File: config.mk
export PLATFORM = sky130hd
export DESIGN_NAME = u_xmit_queue
export DESIGN_NICKNAME = d
export VERILOG_FILES = /design/src/rtl/u_xmit_queue.sv
export SDC_FILE = /design/constraint.sdc
export NUM_CORES = 1
export LEC_CHECK = 0
export ABC_AREA = 1
export ABC_CLOCK_PERIOD_IN_PS = 1900
export BUFFER_PORTS_ARGS = -buffer_cell sky130_fd_sc_hd__buf_4
export CAP_MARGIN = 10
export CORE_MARGIN = 2
export CORE_UTILIZATION = 55
export DETAILED_ROUTE_END_ITERATION = 6
export PLACE_DENSITY = 0.86
export SYNTH_ARGS = -nofsm -noshare
export SYNTH_HDL_FRONTEND = slang
export SYNTH_SLANG_ARGS = --single-unit
File: constraint.sdc
create_clock -name sys_clk -period 1.9 [get_ports sys_clk]
set_clock_uncertainty 0.05 [all_clocks]
set_input_delay 0.19 -clock sys_clk [delete_from_list [all_inputs] [get_ports sys_clk]]
set_output_delay 0.19 -clock sys_clk [all_outputs]
set_load 0.005 [all_outputs]
File: src/rtl/u_xmit_queue.sv
// UART transmit byte queue: circular FIFO feeding a three-state launch FSM toward the transmitter.
// Optional sticky overflow flag is compiled in with `define UART_TXQ_OVF_EN.
module u_xmit_queue #(
  parameter int DEPTH_LOG2 = 3
) (
  input  logic                  sys_clk,
  input  logic                  sys_rst_l,
  input  logic                  wr_enH,
  input  logic [7:0]            wr_dataH,
  input  logic                  flushH,
  output logic                  fullH,
  output logic                  emptyH,
  output logic [DEPTH_LOG2:0]   countH,
  output logic                  xmitH,
  output logic [7:0]            xmit_dataH,
  input  logic                  xmit_doneH,
  output logic                  ovf_flagH
);

  localparam int Depth = 1 << DEPTH_LOG2;
  localparam logic [DEPTH_LOG2:0] FullCount = {1'b1, {DEPTH_LOG2{1'b0}}};

  typedef enum logic [1:0] {
    Q_IDLE,
    Q_WAITBUSY,
    Q_WAITDONE
  } qState_t;

  qState_t               state;
  logic [7:0]            mem [Depth];
  logic [DEPTH_LOG2-1:0] wrPtr;
  logic [DEPTH_LOG2-1:0] rdPtr;
  logic [DEPTH_LOG2:0]   count;
  logic                  wrAccept;
  logic                  pop;

  assign fullH    = (count == FullCount);
  assign emptyH   = (count == '0);
  assign countH   = count;
  assign wrAccept = wr_enH && !fullH && !flushH;
  assign pop      = (state == Q_IDLE) && !emptyH && xmitH == 1'b0 && xmit_doneH;

  // NOTE: the byte array carries no reset; pointers and count alone define which entries are valid.
  always_ff @(posedge sys_clk) begin
    if (wrAccept) mem[wrPtr] <= wr_dataH;
  end

  always_ff @(posedge sys_clk or negedge sys_rst_l) begin
    if (!sys_rst_l) begin
      wrPtr <= '0;
      rdPtr <= '0;
      count <= '0;
    end else if (flushH) begin
      wrPtr <= '0;
      rdPtr <= '0;
      count <= '0;
    end else begin
      if (wrAccept) wrPtr <= wrPtr + 1'b1;
      if (pop)      rdPtr <= rdPtr + 1'b1;
      case ({wrAccept, pop})
        2'b10:   count <= count + 1'b1;
        2'b01:   count <= count - 1'b1;
        default: count <= count;
      endcase
    end
  end

  // Flush deliberately leaves the launch path alone so an in-flight byte completes.
  always_ff @(posedge sys_clk or negedge sys_rst_l) begin
    if (!sys_rst_l) begin
      state      <= Q_IDLE;
      xmitH      <= 1'b0;
      xmit_dataH <= 8'h00;
    end else begin
      xmitH <= 1'b0;
      case (state)
        Q_IDLE: begin
          if (pop) begin
            xmit_dataH <= mem[rdPtr];
            xmitH      <= 1'b1;
            state      <= Q_WAITBUSY;
          end
        end
        Q_WAITBUSY: if (!xmit_doneH) state <= Q_WAITDONE;
        Q_WAITDONE: if (xmit_doneH)  state <= Q_IDLE;
        default:    state <= Q_IDLE;
      endcase
    end
  end

`ifdef UART_TXQ_OVF_EN
  always_ff @(posedge sys_clk or negedge sys_rst_l) begin
    if (!sys_rst_l)             ovf_flagH <= 1'b0;
    else if (flushH)            ovf_flagH <= 1'b0;
    else if (wr_enH && fullH)   ovf_flagH <= 1'b1;
  end
`else
  assign ovf_flagH = 1'b0;
`endif

endmodule

# After elaboration in Yosys (flattened, before gate mapping)
# Memory sizes are Yosys's and may differ from the RTL's. A register that Yosys moved wholly into a read port is not among the register bits.
# Index checks and enable logic that the tools add are counted.
dict set report word_totals {
  output_inout_bits 16
  in_bits 13
  wordCells 49
  mem_count 1
  regBits 13
  mem_bits_rw 64
}
# memory depth word_bits read_ports rd_clocked_by_memory_dff wr line
set mem_list {}
lappend mem_list {mem 8 8 1 1 1 30} ;# logic [7:0] mem [Depth];
dict set report classes {
  muxes 14
  n_reduce_logical 16
  n_eq_ne 8
  n_bitwise 1
  add_sub_neg 4
}
# op count
set op_table {}
lappend op_table {{2-to-1 mux 3 bit} 4}
lappend op_table {{case mux 4 bit (2 select lines)} 1}
lappend op_table {{adder 3 x 1 -> 3 bit, second input constant} 2}
lappend op_table {{2-to-1 mux 2 bit} 3}
lappend op_table {{inequality test 2 bit, second input constant} 3}
lappend op_table {{case mux 2 bit (3 select lines)} 1}
lappend op_table {{logical AND 1 bit} 5}
lappend op_table {{adder 4 x 1 -> 4 bit, second input constant} 1}
lappend op_table {{== test 2 x 1 -> 1 bit, second input constant} 2}
lappend op_table {{== test 2 bit, second input constant} 2}
lappend op_table {{== test 4 bit, second input constant} 1}
lappend op_table {{logical NOT 1 bit} 4}
lappend op_table {{logical NOT 4 bit} 1}
lappend op_table {{2-to-1 mux 1 bit} 4}
lappend op_table {{2-to-1 mux 4 bit} 1}
lappend op_table {{nonzero test 2 bit} 2}
lappend op_table {{subtractor 4 x 1 -> 4 bit, second input constant} 1}
lappend op_table {{AND reduction 3 bit} 1}
lappend op_table {{nonzero test 3 bit} 1}
lappend op_table {{logical NOT 2 bit} 1}
lappend op_table {{AND reduction 2 bit} 1}
lappend op_table {{inverter 1 bit} 1}

# Logic depth before layout (Yosys ltp)
dict set report logic_depth {
  word_depth 8
  ltp_mapped 15
  ltp_nobuf 15
}

# Worst setup path after synthesis
# No wires, ideal clock.
dict set report synth_timing {
  path_kind {register to register}
  start {register count[1], in the netlist countH[1]}
  end {register count[3], in the netlist countH[3]}
  synth_period_minus_slack_ns 1.771
  path_buffers 0
  required_ns 1.733
  slack_ns 0.129
  setup_ns 0.117
  arrival_ns 1.604
  path_stages_with_launch 15
  path_cell_list {dfrtp_1 nor2_2 nand2_2 nand2_4 nor2_8 nand2_4 inv_1 ha_1 nand2_1 inv_1 nand3_1 nand2_1 nand2_1 nand3_1 nand2_1}
}
dict set report synth_via {
  elab_chain_len 8
  elab_cells_between_ends 16
  cone_classes {2 x add/sub; 3 x eq/ne; 2 x mux; 9 x reduce/logical}
}
# element line
set synth_lines {}
lappend synth_lines {{start, declared} 33} ;# logic [DEPTH_LOG2:0] count;
lappend synth_lines {{start signal, assigned} 61} ;# 2'b10: count <= count + 1'b1;
lappend synth_lines {{start signal, assigned} 62} ;# 2'b01: count <= count - 1'b1;
lappend synth_lines {{start signal, assigned} 63} ;# default: count <= count;
lappend synth_lines {{logical NOT 4 bit} 38} ;# assign emptyH = (count == '0);
lappend synth_lines {{logical NOT 1 bit} 41} ;# assign pop = (state == Q_IDLE) && !emptyH && xmitH == 1'b0 && xmit_doneH;
lappend synth_lines {{logical AND 1 bit (3 in series)} 41}
lappend synth_lines {{== test 2 x 1 -> 1 bit or == test 2 bit (tied branches)} 60} ;# case ({wrAccept, pop})
lappend synth_lines {{case mux 4 bit (2 select lines)} 60}
lappend synth_lines {{2-to-1 mux 4 bit} 53} ;# end else if (flushH) begin
# Parallel ways exist; a longest one is shown, timed or not.
# A chain may end at the register's enable or synchronous reset.

# Worst setup path in the final report
dict set report layout_timing {
  start {register count[2], in the netlist countH[2]}
  end {register count[3], in the netlist countH[3]}
}
# The elaborated chain is that of the path after synthesis.

==> metrics.csv <==
stage;metric;value;unit
run_status;status;complete, no violations;
timing;relSlewSlack;62.70;%
drt;drt_iter0_markers;331;
floorplan;die_h;84.31;um
timing;worst_pin_slew;0.5587;ns
drt;vias;2511;
drt;dr.pass1.iters;5;
synthesis;syn-cell-area;3547;um2
global_route;grt_start_max_net_pins;35;
synthesis;synth_top_family_by_area;simple AND/OR/NAND/NOR gates;
synthesis;synth-compound-area-share;11.82;%
critical_path;cp-end-kind;register;
cts;clk_latency;0.36;ns
synthesis;yosys.area_share.simple;13.23;%
synthesis;synth_fa_ha_area_share;1.411;%
critical_path;crit_start;countH[2]$_DFFE_PN0P_;
place;portBuffers;27;
cells_and_area;nets;372;
pwr;power.total;5238;uW
global_route;grt_usage;22.49;%
cells_and_area;final_common_cell;edfxtp_1;
floorplan;die_x;84.31;um
synthesis;ys_ff_latch;85;
synthesis;seq_area_frac_synth;68.99;%
cells_and_area;final_area;4220;um2
critical_path;startpoint_type;register;
synthesis;ys_warn_count;0;
drt;wl;7.654;mm
cts;h-tree-depth;3;
synthesis;synth_fp_nets;318;
pwr;peakVddDrop;0.0008680;V
floorplan;io_pins;29;
cts;cts_sinks;85;
floorplan;dieArea;7107;um2
drt;viasPerCell;5.746;
critical_path;crit_type;reg -> reg;
timing;fmax;550.2;MHz
synthesis;synth-xor-area-share;0.2469;%
floorplan;start_util;56.51;%
cts;clk_pin_slew;0.09;ns
global_route;overflow;0;
cts;cts_root_buf;clkbuf_8;
critical_path;r2r_start;countH[2]$_DFFE_PN0P_;
critical_path;required;2.10;ns
timing;finalCritPeriodShare;95.67;%
cells_and_area;diodes;0;
floorplan;core-area;6277;um2
synthesis;synth_cell_types;31;
place;globalplace.congestion;0.8857;
drt;drcViolationCount;0;
hold_path;hp-start;wr_dataH[0];
drt;wire_per_inst;17.51;um
cells_and_area;drive_above_1_share;26.11;%
run;drv_cap;0;
timing;slew_violations;0;
critical_path;critPathMaxFanout;5;
drt;drtAntennaViolNets;0;
cells_and_area;area_growth;18.98;%
critical_path;critPathArrivalTime;2.02;ns
timing;hold_viol;0;
place;placed_area;3934;um2
synthesis;muxShareOfSynthArea;0;%
synthesis;synth_cells;301;
timing;period_minus_slack;1.818;ns
hold_path;hold_path.class;in -> reg;
cts;clockBufferDepth;2;
cells_and_area;fill_cells;437;
pwr;p_leak;0.001719;uW
cts;cts_buffers;9;
timing;setup_viol;0;
global_route;antenna_found_initial;0;
cts;cts_tree;built;
global_route;first_global_vias;2421;
place;place.detailed.hpwl;4.859;mm
synthesis;avgSynthCellArea;11.78;um2
floorplan;std_cell_rows;29;
global_route;grt_pass1_wl;12.02;mm
cells_and_area;final_cell_mix;edfxtp_1, buf_4, nor2_1;
pwr;power_density;1241;nW/um2
## flip-flops by register name, summed over array words and instances (netlist names)
register	count
mem	64
state	2
xmit_dataH	8
countH	4
xmitH	1
rdPtr	3
wrPtr	3
## cell families after synthesis
logic type	count (synthesis)
compound gates	70
xor+xnor	1
fa+ha+maj	4
buf+inv	37
flops	85
other cells	1
simple gates	103
## worst paths after layout
path	slack, ns	cells past startpoint	end
hold reg to reg	0.40	1	state[1]$_DFFE_PN0P_
min in group asynchronous	0.19	2	xmit_dataH[6]$_DFFE_PN0P_
hold / removal	0.008	1	mem[4][0]$_DFFE_PP_
setup reg to reg	0.08	14	countH[3]$_DFFE_PN0P_
max in group asynchronous	1.37	2	countH[3]$_DFFE_PN0P_
setup / recovery	0.08	14	countH[3]$_DFFE_PN0P_
## per-layer routing
metal,vias up,wire [um],GRT usage (%)
li1,1168,-,-
met1,1209,2960,29.40
met2,113,3873,36.94
met3,21,640,4.228
met4,0,180,10.12
met5,-,0,0
## through the flow
step	hold WS, ns	std cells	TNS (ns)	setup WS [ns]	utilization (%)
after global routing	0.004594	437	-0.07924	-0.05046	67.23
after CTS	0.001034	431	0	0.02550	65.92
after detailed placement	0.04161	412	0	0.05918	62.67
final	0.008356	437	0	0.08236	67.23
after global placement	0.03611	412	0	0.1329	62.67
after floorplan	-0.1556	301	0	0.1291	-
## synth_stat cells
library cell / instances / area share, %
o221ai_1: 8 / 2.0
conb_1: 1 / 0.11
clkinv_1: 2 / 0.21
o21ai_1: 4 / 0.56
inv_1: 20 / 2.1
o21ai_0: 35 / 4.9
a21oi_1: 4 / 0.56
o211ai_1: 8 / 1.7
nand4_1: 1 / 0.18
o21ai_2: 1 / 0.25
nand2_1: 40 / 4.2
clkbuf_1: 8 / 0.85
dfrtp_1: 21 / 15
o22ai_1: 8 / 1.4
nand3_1: 5 / 0.71
nand2_2: 7 / 1.2
nand3_2: 1 / 0.28
buf_4: 2 / 0.42
nand3_4: 1 / 0.49
ha_1: 4 / 1.4
nor2_1: 43 / 4.6
xnor2_1: 1 / 0.25
clkbuf_2: 1 / 0.14
edfxtp_1: 64 / 54
nor2_2: 2 / 0.35
o31ai_1: 1 / 0.21
nor2_8: 1 / 0.56
buf_2: 1 / 0.14
a211oi_1: 1 / 0.21
inv_2: 3 / 0.32
nand2_4: 2 / 0.63
## cell type report
type	instances	area, um2	share of cell area, %
sequential	85	2450	58.05
multi-input combinational	179	985.9	23.36
timing repair buffer	55	420.4	9.961
clock buffer	10	127.6	3.024
tap	77	96.34	2.283
inverter	25	93.84	2.224
clock inverter	6	46.29	1.097
## repair_timing
item | 4_1_cts | 5_1_grt
hold buffers | 3 | 0
buffers inserted | 0 | 6
resized for setup | 0 | 11
endpoints found under the hold margin | 25 | 0
endpoints found under the setup margin | 0 | 7
## power breakdown
part	internal [uW]	total, uW	switching [uW]
sequential	2200	2310	120
clock	484	1140	656
combinational	725	1780	1060
## worst max-delay path, stage by stage (launching register included)
cell and delay, ns:
dfrtp_2 0.45, nor2_2 0.14, nand2_2 0.09, nand2_4 0.10, nor2_8 0.05, nand2_4 0.10
inv_2 0.05, ha_4 0.28, nand2_1 0.05, inv_1 0.05, nand3_1 0.09, nand2_1 0.07
nand2_1 0.05, nand3_1 0.06, nand2_1 0.05
Note: power is estimated with default switching activity, not from simulation.
